--- config.mk ---
export PLATFORM = sky130hd
export DESIGN_NAME = w_serializer
export DESIGN_NICKNAME = d
export VERILOG_FILES = /design/src/rtl/w_serializer.sv
export SDC_FILE = /design/constraint.sdc
export NUM_CORES = 1
export LEC_CHECK = 0
export ABC_CLOCK_PERIOD_IN_PS = 1500
export CAP_MARGIN = 15
export CORE_MARGIN = 2
export CORE_UTILIZATION = 35
export DETAILED_ROUTE_END_ITERATION = 7
export PLACE_DENSITY = 0.55
export SKIP_LAST_GASP = 1
export SYNTH_ARGS = -nofsm -noshare
export SYNTH_HDL_FRONTEND = slang
export SYNTH_SLANG_ARGS = --single-unit
--- constraint.sdc ---
create_clock -name clk -period 1.5 [get_ports clk]
set_input_delay 0.225 -clock clk [delete_from_list [all_inputs] [get_ports clk]]
set_output_delay 0.225 -clock clk [all_outputs]
set_load 0.01 [all_outputs]
--- src/rtl/w_serializer.sv ---
`timescale 1ns/1ps
`default_nettype none
// ============================================================================
//  Module   : w_serializer
//  Purpose  : Parallel-to-serial front end for the downstream sequence-detector
//             FSM input `w`. Accepts WIDTH-bit words over valid/ready and emits
//             one bit per clock. A one-word holding register lets words
//             stream back to back with no idle cycles.
//  Revision : 1.0 - initial release
// ============================================================================
module w_serializer #(
    parameter int   WIDTH     = 8,
    parameter bit   MSB_FIRST = 1'b1,
    parameter logic IDLE_W    = 1'b0
) (
    input  logic             clk,
    input  logic             reset,      // asynchronous, active-low
    input  logic             in_valid,
    input  logic [WIDTH-1:0] in_data,
    output logic             in_ready,
    output logic             w,
    output logic             w_valid,
    output logic             word_done,
    output logic             busy
);

    localparam int              CNT_W = $clog2(WIDTH);
    localparam logic [CNT_W-1:0] LAST = CNT_W'(WIDTH - 1);

    // State registers and their next-state values
    logic [WIDTH-1:0] sh_q, sh_d;
    logic [WIDTH-1:0] hold_q, hold_d;
    logic [CNT_W-1:0] cnt_q, cnt_d;
    logic             active_q, active_d;
    logic             hold_full_q, hold_full_d;

    // Decoded control
    logic             accept;
    logic             last_bit;
    logic             shift_free;
    logic [WIDTH-1:0] sh_shifted;
    logic             out_bit;

    assign in_ready   = reset && !hold_full_q;
    assign accept     = in_valid && in_ready;
    assign last_bit   = active_q && (cnt_q == LAST);
    // The shifter can take a new word on the edge that retires its last bit,
    // which is what removes the bubble between consecutive words.
    assign shift_free = !active_q || last_bit;

    // Bit order only changes which end of the shifter feeds `w`.
    generate
        if (MSB_FIRST) begin : g_msb_first
            assign sh_shifted = {sh_q[WIDTH-2:0], 1'b0};
            assign out_bit    = sh_q[WIDTH-1];
        end else begin : g_lsb_first
            assign sh_shifted = {1'b0, sh_q[WIDTH-1:1]};
            assign out_bit    = sh_q[0];
        end
    endgenerate

    // Next-state: held word has priority, then bypass load, then hold write.
    always_comb begin
        sh_d        = sh_q;
        hold_d      = hold_q;
        cnt_d       = cnt_q;
        active_d    = active_q;
        hold_full_d = hold_full_q;

        if (shift_free && hold_full_q) begin
            sh_d     = hold_q;
            active_d = 1'b1;
            cnt_d    = '0;
            if (accept) begin
                hold_d = in_data;
            end else begin
                hold_full_d = 1'b0;
            end
        end else if (shift_free && accept) begin
            sh_d     = in_data;
            active_d = 1'b1;
            cnt_d    = '0;
        end else begin
            if (accept) begin
                hold_d      = in_data;
                hold_full_d = 1'b1;
            end
            if (active_q && !last_bit) begin
                sh_d  = sh_shifted;
                cnt_d = cnt_q + CNT_W'(1);
            end else if (last_bit) begin
                active_d = 1'b0;
            end
        end
    end

    // State register; reset discards any partial and held word immediately.
    always_ff @(posedge clk or negedge reset) begin
        if (!reset) begin
            sh_q        <= '0;
            hold_q      <= '0;
            cnt_q       <= '0;
            active_q    <= 1'b0;
            hold_full_q <= 1'b0;
        end else begin
            sh_q        <= sh_d;
            hold_q      <= hold_d;
            cnt_q       <= cnt_d;
            active_q    <= active_d;
            hold_full_q <= hold_full_d;
        end
    end

    // Outputs decode from registers only.
    assign w         = active_q ? out_bit : IDLE_W;
    assign w_valid   = active_q;
    assign word_done = last_bit;
    assign busy      = active_q || hold_full_q;

`ifndef SYNTHESIS
    // The bit counter must never leave 0..WIDTH-1.
    always_ff @(posedge clk) begin
        if (reset) begin
            assert (int'(cnt_q) <= WIDTH - 1);
        end
    end
`endif

endmodule
`default_nettype wire

Word-level counts from Yosys, hierarchy flattened
Cells that the tools add are included.
W data, S select, Z words.
- equality and inequality tests: 4
- reduce and logical (&&, ||, !) cells: 16
- magnitude comparators: 0
- muxes and demuxes: 18
- $mul: 0
- div/mod/pow operators: 0
- $add $sub $neg: 1
- shift operators: 0
- bitwise gates (word level): 0
- operator list (kind ; number):
    $mux W8 ; 6
    $mux W1 ; 9
    $mux W3 ; 3
    $logic_and A1 B1 Y1 ; 6
    $reduce_bool A3 Y1 ; 2
    $ne A2 B2 Y1 const B ; 2
    $add A3 B1 Y3 const B ; 1
    $eq A3 B3 Y1 const B ; 1
    $logic_not A1 Y1 ; 3
    $ne A3 B3 Y1 const B ; 1
    $reduce_and A3 Y1 ; 1
    $logic_or A1 B1 Y1 ; 2
    $reduce_and A2 Y1 ; 1
    $reduce_bool A2 Y1 ; 1
- memories: 0
- latch bits: 0
- RAM bits: 0
- register bits: 21
- output and inout bits: 5
- word-level logic and storage cells: 44
- input bits: 11
- ROM bits: 0

Logic depth before layout (Yosys ltp)
Gate-level depths: netlist (run 1).
- word-level depth: 7
- depth in mapped cells: 7
- gate-level depth less buffers: 6

Least setup slack after synthesis (run 1)
Ideal clock, no wire load.
- path type: reg2reg
- start point: reg cnt_q[0]
- end point: reg hold_q[0]
- setup time: 0.125 ns
- data arrival time: 1.549 ns
- required time: 1.375 ns
- setup slack: -0.174 ns
- path buffers: 1
- stages on the path, launching flop included: 7
- cells stage by stage: dfrtp_1 > ha_1 > ha_1 > nor2b_1 > and2_1 > buf_6 > mux2_4
- word-level cells in the longest chain between the ends: 5
- elaborated cells on any way between the ends: 7
- classes of those cells: eq/ne (2); mux (1); reduce/logical (4)
- ends and longest elaborated chain (item ; RTL line ; source):
    from (decl) ; 33 ; logic [CNT_W-1:0] cnt_q, cnt_d;
    from (signal assigned) ; 108 ; cnt_q <= cnt_d;
    $eq A3 B3 Y1 * ; 46 ; assign last_bit = active_q && (cnt_q == LAST);
    $logic_and A1 B1 Y1 * ; 46 ;
    $logic_or A1 B1 Y1 * ; 49 ; assign shift_free = !active_q || last_bit;
    $logic_and A1 B1 Y1, on equally long branches ; 70, 79 ;
    $ne A2 B2 Y1 (no line) / $mux W8 (equally long branches) ; n/a ;
    to (signal assigned) ; 107 ; hold_q <= hold_d;
    to (decl) ; 32 ; logic [WIDTH-1:0] hold_q, hold_d;
Every way passes the cells marked *; elsewhere a longest branch is shown, timed or not.
A chain may end at the register's enable or synchronous reset.

Final worst setup path (run 1)
- start point: reg cnt_q[1]
- end point: reg hold_q[1]
Same word-level chain as after synthesis.

==> run_results.csv, run 1 <==
group,metric,value,unit
sta,finalHoldViolations,0,
status,status,"finished with violations",
route,viasPerCell,5.17,
route,routed_wl,2410,um
worst_setup_path,crit_chain,"ha_2 -> ha_4 -> nor2b_4 -> and2_4 -> buf_6 -> mux2_4",
worst_setup_path,crit_start,"cnt_q[1]$_DFFE_PN0P_",
worst_setup_path,crit_family,"flip-flops",
worst_setup_path,r2r.worst_path.cells,6,
clocking,root_buffer,"clkbuf_4",
power_and_ir_drop,worst_ir_drop_vdd,0.690,mV
worst_setup_path,crit_arrival,1780,ps
synth,synth_cell_types,22,
worst_setup_path,cp_num_buf_inv,1,
floorplanning,coreArea,0.00298,mm^2
grt,grt-busiest-layer,"met2",
clocking,cts_sinks,21,
clocking,clockBufferDepth,2,
synth,syn_area,0.00106,mm^2
synth,synth_warnings,0,
synth,netlist.area_leader.share,0.494,
grt,globalRouteMet2Util,0.262,
worst_setup_path,cp-end-kind,"register",
power_and_ir_drop,p_leak,0.691,nW
grt,grt_pass1_wl,4200,um
flow_run,cap_violations,0,
place,gp_congestion,0.779,
route,vias,869,
final_layout,n_fill_cell,279,
route,wl_per_cell,14.3,um
worst_setup_path,worstSetupPathType,"register to register",
clocking,cts.clk_slew.worst_paths,130,ps
status,violations,"negative setup slack",
grt,use_met1,0.217,
clocking,hold_buffers,0,
synth,syn_inst,94,
clocking,clk_latency,310,ps
place,post-dp-hpwl,1710,um
floorplanning,start_util,0.358,
sta,post-route-min-period,1590,ps
worst_setup_path,crit_cells,6,
floorplanning,pin_count,16,
sta,final_max_slew_viol_count,0,
clocking,cts_tree,"done",
synth,ys_async_sr_fraction,1.00,
synth,postSynthAreaPerCell,11.3,um^2
route,ant_nets,0,
grt,use_met3,0.0218,
place,io_buffers,15,
floorplanning,die_y,59.2,um
synth,synth_flop_cell,"dfrtp_1",
sta,setup_slack,-87.9,ps
worst_setup_path,critPathMaxStageDelay,400,ps
sta,fin_crit_sh,1.06,
worst_setup_path,critPathRequiredTime,1690,ps
synth,synth_commonest_cells,"dfrtp_1, a31oi_1",
grt,grt_pass1_vias,897,
worst_setup_path,critPathSlowestCell,"dfrtp_1",
synth,ys_seq_area_frac,0.494,
grt,grtUsageTotal,0.160,
grt,grt_max_degree,17,
final_layout,n_antenna_cell,0,
sta,fmax,630,MHz
synth,yosysTopAreaCell,"dfrtp_1",
floorplanning,rows,20,
route,drt_iter0_markers,21,
final_layout,drive_gt1_frac,0.400,
worst_setup_path,reg2reg_from,"cnt_q[1]$_DFFE_PN0P_",
synth,ys_top_cells_by_area,"dfrtp_1, mux2_4, a31oi_1, and3b_1, nand3_1",
power_and_ir_drop,finalPower,2.64,mW
clocking,cts_htree_levels,1,
synth,synth_nets,107,
grt,overflow,0,
worst_setup_path,r2r_end,"hold_q[1]$_DFFE_PN0P_",
synth,synth-edff-count,0,
grt,antenna_found_initial,0,
final_layout,multi_input_area,548,um^2
hold_path,min_path_type,"input port to async pin",
clocking,cts_buffers,3,
worst_setup_path,reg2reg_slack,-90,ps
sta,finalSetupTns,-618,ps
route,first_pass_iters,4,
sta,worst_pin_slew,205,ps
final_layout,fin_nets,149,
sta,finalSetupViolations,9,
floorplanning,die-width,59.2,um
final_layout,seq_area,528,um^2
synth,synth.most_common_cell,"dfrtp_1",
worst_setup_path,cp_max_fo,4,
worst_setup_path,startpoint_type,"register",
floorplanning,die-area,0.00350,mm^2
final_layout,area_growth,43.7,%
sta,rsz0062_at_grt,"yes",
synth,ys_seq_elements,21,
power_and_ir_drop,power.density,1730,mW/mm^2
sta,finClkSkew,19.3,ps
route,drc,0,
final_layout,finish.utilization,0.514,
sta,relSlewSlack,0.863,
## placed cells by master, fill, tap and decap left out, types with 3 or more instances in the layout
master / Yosys / routed
a31oi_1: 14 / 12
buf_4: 0 / 24
dfrtp_1: 21 / 19
nor3_1: 8 / 8
mux2_4: 8 / 8
clkbuf_4: 0 / 3
nand3_1: 8 / 8
clkdlybuf4s50_1: 0 / 9
and3b_1: 8 / 8
buf_6: 2 / 6
## power breakdown
part	switching (mW)	internal [mW]	leakage, nW
Sequential	0.150	0.818	0.256
Clock	0.182	0.0995	0.0177
Combinational	0.561	0.833	0.417
Total	0.894	1.75	0.691
## how the worst max path moves through the flow
| stage | end | slack, ps |
|---|---|---|
| 5_1_grt | hold_q[0]$_DFFE_PN0P_ | -140 |
| 3_3_place_gp | sh_q[4]$_DFFE_PN0P_ | -220 |
| 6_report | hold_q[1]$_DFFE_PN0P_ | -90 |
| 2_1_floorplan | hold_q[0]$_DFFE_PN0P_ | -50 |
| 4_1_cts | word_done | -170 |
| 3_5_place_dp | sh_q[1]$_DFFE_PN0P_ | -270 |
## metal layers
layer | share of wire | wire length (um) | up-vias
li1 | - | - | 434
met1 | 0.47 | 1130 | 417
met2 | 0.48 | 1160 | 14
met3 | 0.034 | 82 | 4
met4 | 0.015 | 35 | 0
met5 | 0 | 0 | -
## what timing repair did
item,4_1_cts,5_1_grt
hold endpoints to repair,0,0
resized for setup,21,9
setup buffers,8,2
endpoints found under the setup margin,23,19
pin swaps,2,4
## final cells by class
cell class              count  area share
clock buffers               3      0.0147
clock inverters             1     0.00327
inverters                   1     0.00327
multi-input cells          65       0.358
flip-flops and latches     21       0.345
well taps                  33      0.0270
repair buffers             44       0.249
## per-stage QoR
step                cells  cell area, um^2  worst slack (ps)  hold WS [ps]
floorplan              94             1080             -49.6         -70.6
global placement      155             1380              -223           495
detailed placement    155             1380              -266           499
CTS                   167             1490              -172          42.6
global route          168             1530              -145          30.8
finish                168             1530             -87.9          27.5
## registers in the layout (all words and copies together), names as in the netlist
name	flops
hold_full_q	1
w_valid	1
cnt_q	3
sh_q	8
hold_q	8
## worst reg2reg max path: cells and delay by family (launching register included)
| family | cells | cell delay, ps |
|---|---|---|
| flops | 1 | 400 |
| fa+ha+maj | 2 | 380 |
| buf+inv | 1 | 120 |
| mux | 1 | 300 |
| simple gates | 2 | 290 |
## kinds of logic after synthesis
logic type / count (synthesis) / share of synthesized area
and+or+nand+nor: 34 / 0.195
AOI/OAI and AO/OA: 21 / 0.130
DFF: 21 / 0.494
buffers and inverters: 8 / 0.0446
muxes: 8 / 0.113
adders and majority gates: 2 / 0.0235
No activity file was read; power rests on OpenSTA's default activity.
==> run 2: changes to the inputs <==
- ABC_AREA: default -> 1
==> run 2 against run 1 <==
Against the previous run: core utilization is 1.9 points lower; largest power group unchanged; maximum frequency increased by 4.8%; final cell count up 17%; the flow still finishes with violations (negative setup slack).
==> run_results.csv, run 2 <==
group,metric,value,unit
place,gp_congestion,0.750,
synth,ys_seq_elements,21,
route,viasPerCell,4.80,
clocking,cts_sinks,21,
sta,fin_crit_sh,1.01,
synth,netlist.area_leader.share,0.491,
clocking,cts_buffers,3,
clocking,clockBufferDepth,2,
clocking,root_buffer,"clkbuf_4",
floorplanning,die_y,59.3,um
final_layout,n_antenna_cell,0,
status,violations,"negative setup slack",
synth,yosysTopAreaCell,"dfrtp_1",
route,drt_iter0_markers,17,
hold_path,min_path_type,"input port to async pin",
final_layout,fin_nets,177,
power_and_ir_drop,power.density,1780,mW/mm^2
synth,syn_inst,129,
place,dp.cells,188,
worst_setup_path,startpoint_type,"register",
route,first_pass_iters,4,
sta,rsz0062_at_grt,"yes",
route,drc,0,
sta,relSlewSlack,0.817,
worst_setup_path,reg2reg_from,"cnt_q[1]$_DFFE_PN0P_",
place,io_buffers,15,
sta,post-route-min-period,1510,ps
floorplanning,start_util,0.359,
worst_setup_path,critPathRequiredTime,1270,ps
synth,synth_cell_types,17,
grt,grtUsageTotal,0.158,
sta,finalSetupViolations,1,
synth,postSynthAreaPerCell,8.29,um^2
route,vias,941,
power_and_ir_drop,p_leak,0.750,nW
floorplanning,die-area,0.00351,mm^2
worst_setup_path,crit_arrival,1290,ps
synth,ys_async_sr_fraction,1.00,
clocking,hold_buffers,0,
grt,grt_max_degree,22,
synth,ys_seq_area_frac,0.491,
flow_run,cap_violations,0,
sta,setup_slack,-14.7,ps
grt,overflow,0,
synth,synth_commonest_cells,"nand2_1, dfrtp_1, nand3_1",
floorplanning,pin_count,16,
worst_setup_path,worstSetupPathType,"register to output port",
route,routed_wl,2420,um
grt,antenna_found_initial,0,
worst_setup_path,cp_max_fo,3,
sta,fmax,660,MHz
synth,synth.most_common_cell,"nand2_1",
clocking,cts_tree,"done",
sta,holdWs,402,ps
worst_setup_path,cp-end-kind,"output port",
final_layout,top_regs,"hold_q: 8 flops, sh_q: 8 flops, cnt_q: 3 flops",
synth,ys_top_cells_by_area,"dfrtp_1, nand2_1, nand3_1, o21ai_0, nor2_4",
worst_setup_path,r2r_end,"hold_q[6]$_DFFE_PN0P_",
clocking,cts.clk_slew.worst_paths,120,ps
synth,syn_area,0.00107,mm^2
route,ant_nets,0,
worst_setup_path,reg2reg_slack,10,ps
place,pre_cts_ws,-134,ps
sta,finalHoldViolations,0,
synth,synth_flop_cell,"dfrtp_1",
route,wl_per_cell,12.3,um
grt,grt_pass1_vias,898,
final_layout,final_cell_mix,"nand2_1, dfrtp_1, buf_4",
final_layout,drive_gt1_frac,0.258,
final_layout,finalNonFillerCells,196,
worst_setup_path,r2r.worst_path.cells,8,
floorplanning,coreArea,0.00298,mm^2
floorplanning,rows,20,
place,post-dp-hpwl,1680,um
floorplanning,die-width,59.3,um
sta,worst_pin_slew,274,ps
clocking,cts_htree_levels,1,
status,status,"finished with violations",
synth,synth-edff-count,0,
clocking,clk_latency,300,ps
final_layout,finish.utilization,0.495,
sta,finClkSkew,0.484,ps
power_and_ir_drop,worst_ir_drop_vdd,1.04,mV
synth,synth_nets,142,
final_layout,area_growth,37.8,%
synth,synth_warnings,0,
sta,final_max_slew_viol_count,0,
grt,grt_pass1_wl,4080,um
final_layout,final_common_cell,"nand2_1",
run 2: cell types whose count changed after synthesis, moves of 4 or more:
cell,change
nand3_1,+4
nor2_1,+4
nor3_1,-8
inv_2,+4
o21ai_0,+7
mux2_4,-8
and3b_1,-8
nand2_1,+54
a31oi_1,-14
inv_1,+5
run 2: power breakdown:
part           switching, mW  internal, mW
clock                  0.176        0.0995
sequential             0.129         0.809
combinational          0.728         0.677
run 2: metrics by stage:
stage,TNS [ps],power (mW),cell area [um^2]
after floorplan,0,1.67,1070
after global placement,-445,2.17,1370
after detailed placement,-586,2.21,1370
after CTS,-208,2.56,1430
after global routing,-706,2.87,1470
final,-14.7,2.62,1470
run 2: critical path, stage by stage, from the launching register on:
cell and delay, ps:
dfrtp_1 410, ha_2 200, ha_4 170, nand2_2 50, inv_1 30, buf_2 130
run 2: cell families (layout without fill, tap and decap cells):
group,count (synthesis),after routing,synth area share
AO/OA/AOI/OAI,13,13,0.0702
buffers and inverters,12,46,0.0515
adder cells (fa/ha/maj),2,2,0.0234
AND/OR/NAND/NOR,81,81,0.364
flip-flops,21,21,0.491
run 2: layout make-up:
cell class                 count  area (um^2)
timing repair buffer          33          304
sequential                    21          527
clock inverter                 1         5.00
clock buffer                   3         22.5
multi-input combinational     96          533
tap                           33         41.3
fill                         319         1500
inverter                       9         41.3
run 2: routing by layer:
metal	up-vias	track usage	routed length, um
li1	483	-	-
met3	2	0.0459	132
met2	25	0.286	1170
met4	0	0.0195	12
met5	-	0	0
met1	431	0.189	1100
run 2: what timing repair did:
item / CTS / global route
setup buffers: 3 / 1
setup endpoints to repair: 21 / 21
endpoints found under the hold margin: 0 / 0
gates resized for setup: 10 / 13
pin swaps: 3 / 10
run 2: worst max-delay path by stage:
stage | start | to | slack, ps | depth (start not counted)
4_1_cts | cnt_q[0]$_DFFE_PN0P_ | word_done | -200 | 5
5_1_grt | cnt_q[1]$_DFFE_PN0P_ | word_done | -70 | 5
6_report | cnt_q[1]$_DFFE_PN0P_ | word_done | -10 | 5
3_5_place_dp | reset | in_ready | -130 | 4
3_3_place_gp | reset | in_ready | -130 | 4
2_1_floorplan | cnt_q[0]$_DFFE_PN0P_ | sh_q[7]$_DFFE_PN0P_ | 40 | 10
==> run 3: changes to the inputs <==
- ABC_CLOCK_PERIOD_IN_PS: 1500 -> 1650
- CAP_MARGIN: 15 -> default
- PLACE_DENSITY: 0.55 -> 0.53
- clock period: 1.5 -> 1.65 ns (I/O delays scaled with it)
==> run 3 against run 2 <==
Against the previous run: the flow now finishes without violations; largest cell class is now sequential cells; final cell count shrank 3.6%; flip-flop and latch count is the same; critical path depth shrank 2; total power shrank 19%; critical path type unchanged; critical endpoint is now busy; worst hold slack lost 110 ps; sequential share of layout area grew 3.3 points.
==> run_results.csv, run 3 (synthesis gave the netlist of run 2 again) <==
group,metric,value,unit
route,ant_nets,0,
route,first_pass_iters,4,
worst_setup_path,cp-end-kind,"output port",
sta,fmax,628,MHz
place,gp_congestion,0.733,
final_layout,area_growth,26.2,%
power_and_ir_drop,switchingPower,0.844,mW
route,wl_per_cell,11.9,um
worst_setup_path,cp_max_fo,4,
final_layout,top_regs,"hold_q: 8 flops, sh_q: 8 flops, cnt_q: 3 flops",
power_and_ir_drop,worst_ir_drop_vdd,0.550,mV
sta,finalSetupTns,0,ps
final_layout,finish.utilization,0.453,
clocking,cts_htree_levels,1,
worst_setup_path,crit_family,"buffers and inverters",
sta,post-route-min-period,1590,ps
grt,grt_pass1_vias,918,
grt,grtUsageTotal,0.153,
floorplanning,rows,20,
floorplanning,coreArea,0.00298,mm^2
status,status,"complete, no violations",
grt,antenna_found_initial,0,
power_and_ir_drop,p_leak,0.700,nW
worst_setup_path,critPathSlowestCell,"clkdlybuf4s50_1",
final_layout,stdcell_area,0.00135,mm^2
power_and_ir_drop,power.density,1570,mW/mm^2
sta,rsz0062_at_grt,"no",
clocking,cts.clk_slew.worst_paths,130,ps
final_layout,drive_gt1_frac,0.212,
place,pre_cts_ws,-71.4,ps
final_layout,n_antenna_cell,0,
sta,fin_crit_sh,0.965,
grt,grt_max_degree,13,
clocking,cts_buffers,3,
power_and_ir_drop,pwr-share-seq,0.398,
place,placed_cell_area,0.00129,mm^2
sta,setup_slack,58.0,ps
sta,relSlewSlack,0.849,
clocking,clockBufferDepth,2,
clocking,cts_tree,"done",
final_layout,multi_input_area,494,um^2
place,post-dp-hpwl,1650,um
final_layout,final_cell_mix,"nand2_1, dfrtp_1, clkdlybuf4s50_1",
route,drc,0,
worst_setup_path,critPathRequiredTime,1400,ps
clocking,root_buffer,"clkbuf_4",
final_layout,final_common_cell,"nand2_1",
sta,finalHoldViolations,0,
worst_setup_path,crit_chain,"inv_2 -> nand2_1 -> clkdlybuf4s50_1",
sta,finalSetupViolations,0,
hold_path,min_path_type,"input port to async pin",
floorplanning,pin_count,16,
route,routed_wl,2250,um
grt,grt_pass1_wl,4050,um
worst_setup_path,cp_num_buf_inv,2,
place,io_buffers,15,
final_layout,seq_area,527,um^2
route,viasPerCell,4.72,
sta,final_max_slew_viol_count,0,
worst_setup_path,critPathMaxStageDelay,470,ps
power_and_ir_drop,combPwrFrac,0.485,
clocking,clk_latency,300,ps
final_layout,fin_nets,170,
floorplanning,die-width,59.3,um
worst_setup_path,worstSetupPathType,"register to output port",
clocking,cts_sinks,21,
final_layout,n_fill_cell,323,
worst_setup_path,startpoint_type,"register",
sta,worst_pin_slew,226,ps
power_and_ir_drop,p_sw_frac,0.397,
power_and_ir_drop,cell_internal_pwr,1.28,mW
worst_setup_path,crit_arrival,1340,ps
route,drt_iter0_markers,21,
grt,overflow,0,
flow_run,cap_violations,0,
floorplanning,start_util,0.359,
route,vias,893,
sta,finClkSkew,11.1,ps
floorplanning,die_y,59.3,um
floorplanning,die-area,0.00351,mm^2
power_and_ir_drop,p_clk_frac,0.117,
[run 3: changes by cell type in the layout (fill, tap and decap cells not counted), sizes merged]
cell,change
clkdlybuf4s50,+3
buf,-8
dlymetal6s2s,-1
dlygate4sd2,-1
[run 3: layer usage]
metal	track usage	wire, um
met1	0.190	1100
met2	0.264	1040
met3	0.0240	89
met4	0.0584	18
met5	0	0
[run 3: area by class of cell]
cell class / count / area share
flip-flops and latches: 21 / 0.390
inverters: 9 / 0.0250
clock inverters: 1 / 0.00371
clock buffers: 3 / 0.0167
well taps: 33 / 0.0306
multi-input cells: 96 / 0.366
repair buffers: 26 / 0.168
[run 3: what timing repair did]
| action | in CTS | in global routing |
|---|---|---|
| hold buffers | 0 | 0 |
| cloned | 0 | 0 |
| setup buffers | 3 | 1 |
| setup endpoints to repair | 4 | 4 |
| gates resized for setup | 5 | 3 |
[run 3: through the flow]
step           std cells  hold WS, ps  total power [mW]
3_3_place_gp         181          466              1.82
6_report             189          290              2.13
4_1_cts              188          294              2.14
3_5_place_dp         181          471              1.84
2_1_floorplan        129        -48.1              1.52
5_1_grt              189          328              2.33
[run 3: path summary, 6_finish.rpt]
path	from	end	slack [ps]	depth (start not counted)
min in group clk	sh_q[1]$_DFFE_PN0P_	sh_q[1]$_DFFE_PN0P_	490	2
worst max-delay path	w_valid$_DFFE_PN0P_	busy	60	3
worst max register to register	cnt_q[0]$_DFFE_PN0P_	sh_q[7]$_DFFE_PN0P_	120	9
worst min-delay path	reset	sh_q[3]$_DFFE_PN0P_	290	2
worst min register to register	sh_q[1]$_DFFE_PN0P_	sh_q[1]$_DFFE_PN0P_	490	2
max in group asynchronous	reset	w_valid$_DFFE_PN0P_	1170	2
[run 3: power groups by stage]
stage | combinational, mW | sequential, mW | clock [mW]
2_1_floorplan | 0.671 | 0.850 | 0
3_3_place_gp | 0.947 | 0.873 | 0
3_5_place_dp | 0.961 | 0.877 | 0
4_1_cts | 1.03 | 0.847 | 0.259
5_1_grt | 1.18 | 0.884 | 0.274
6_report | 1.03 | 0.846 | 0.250
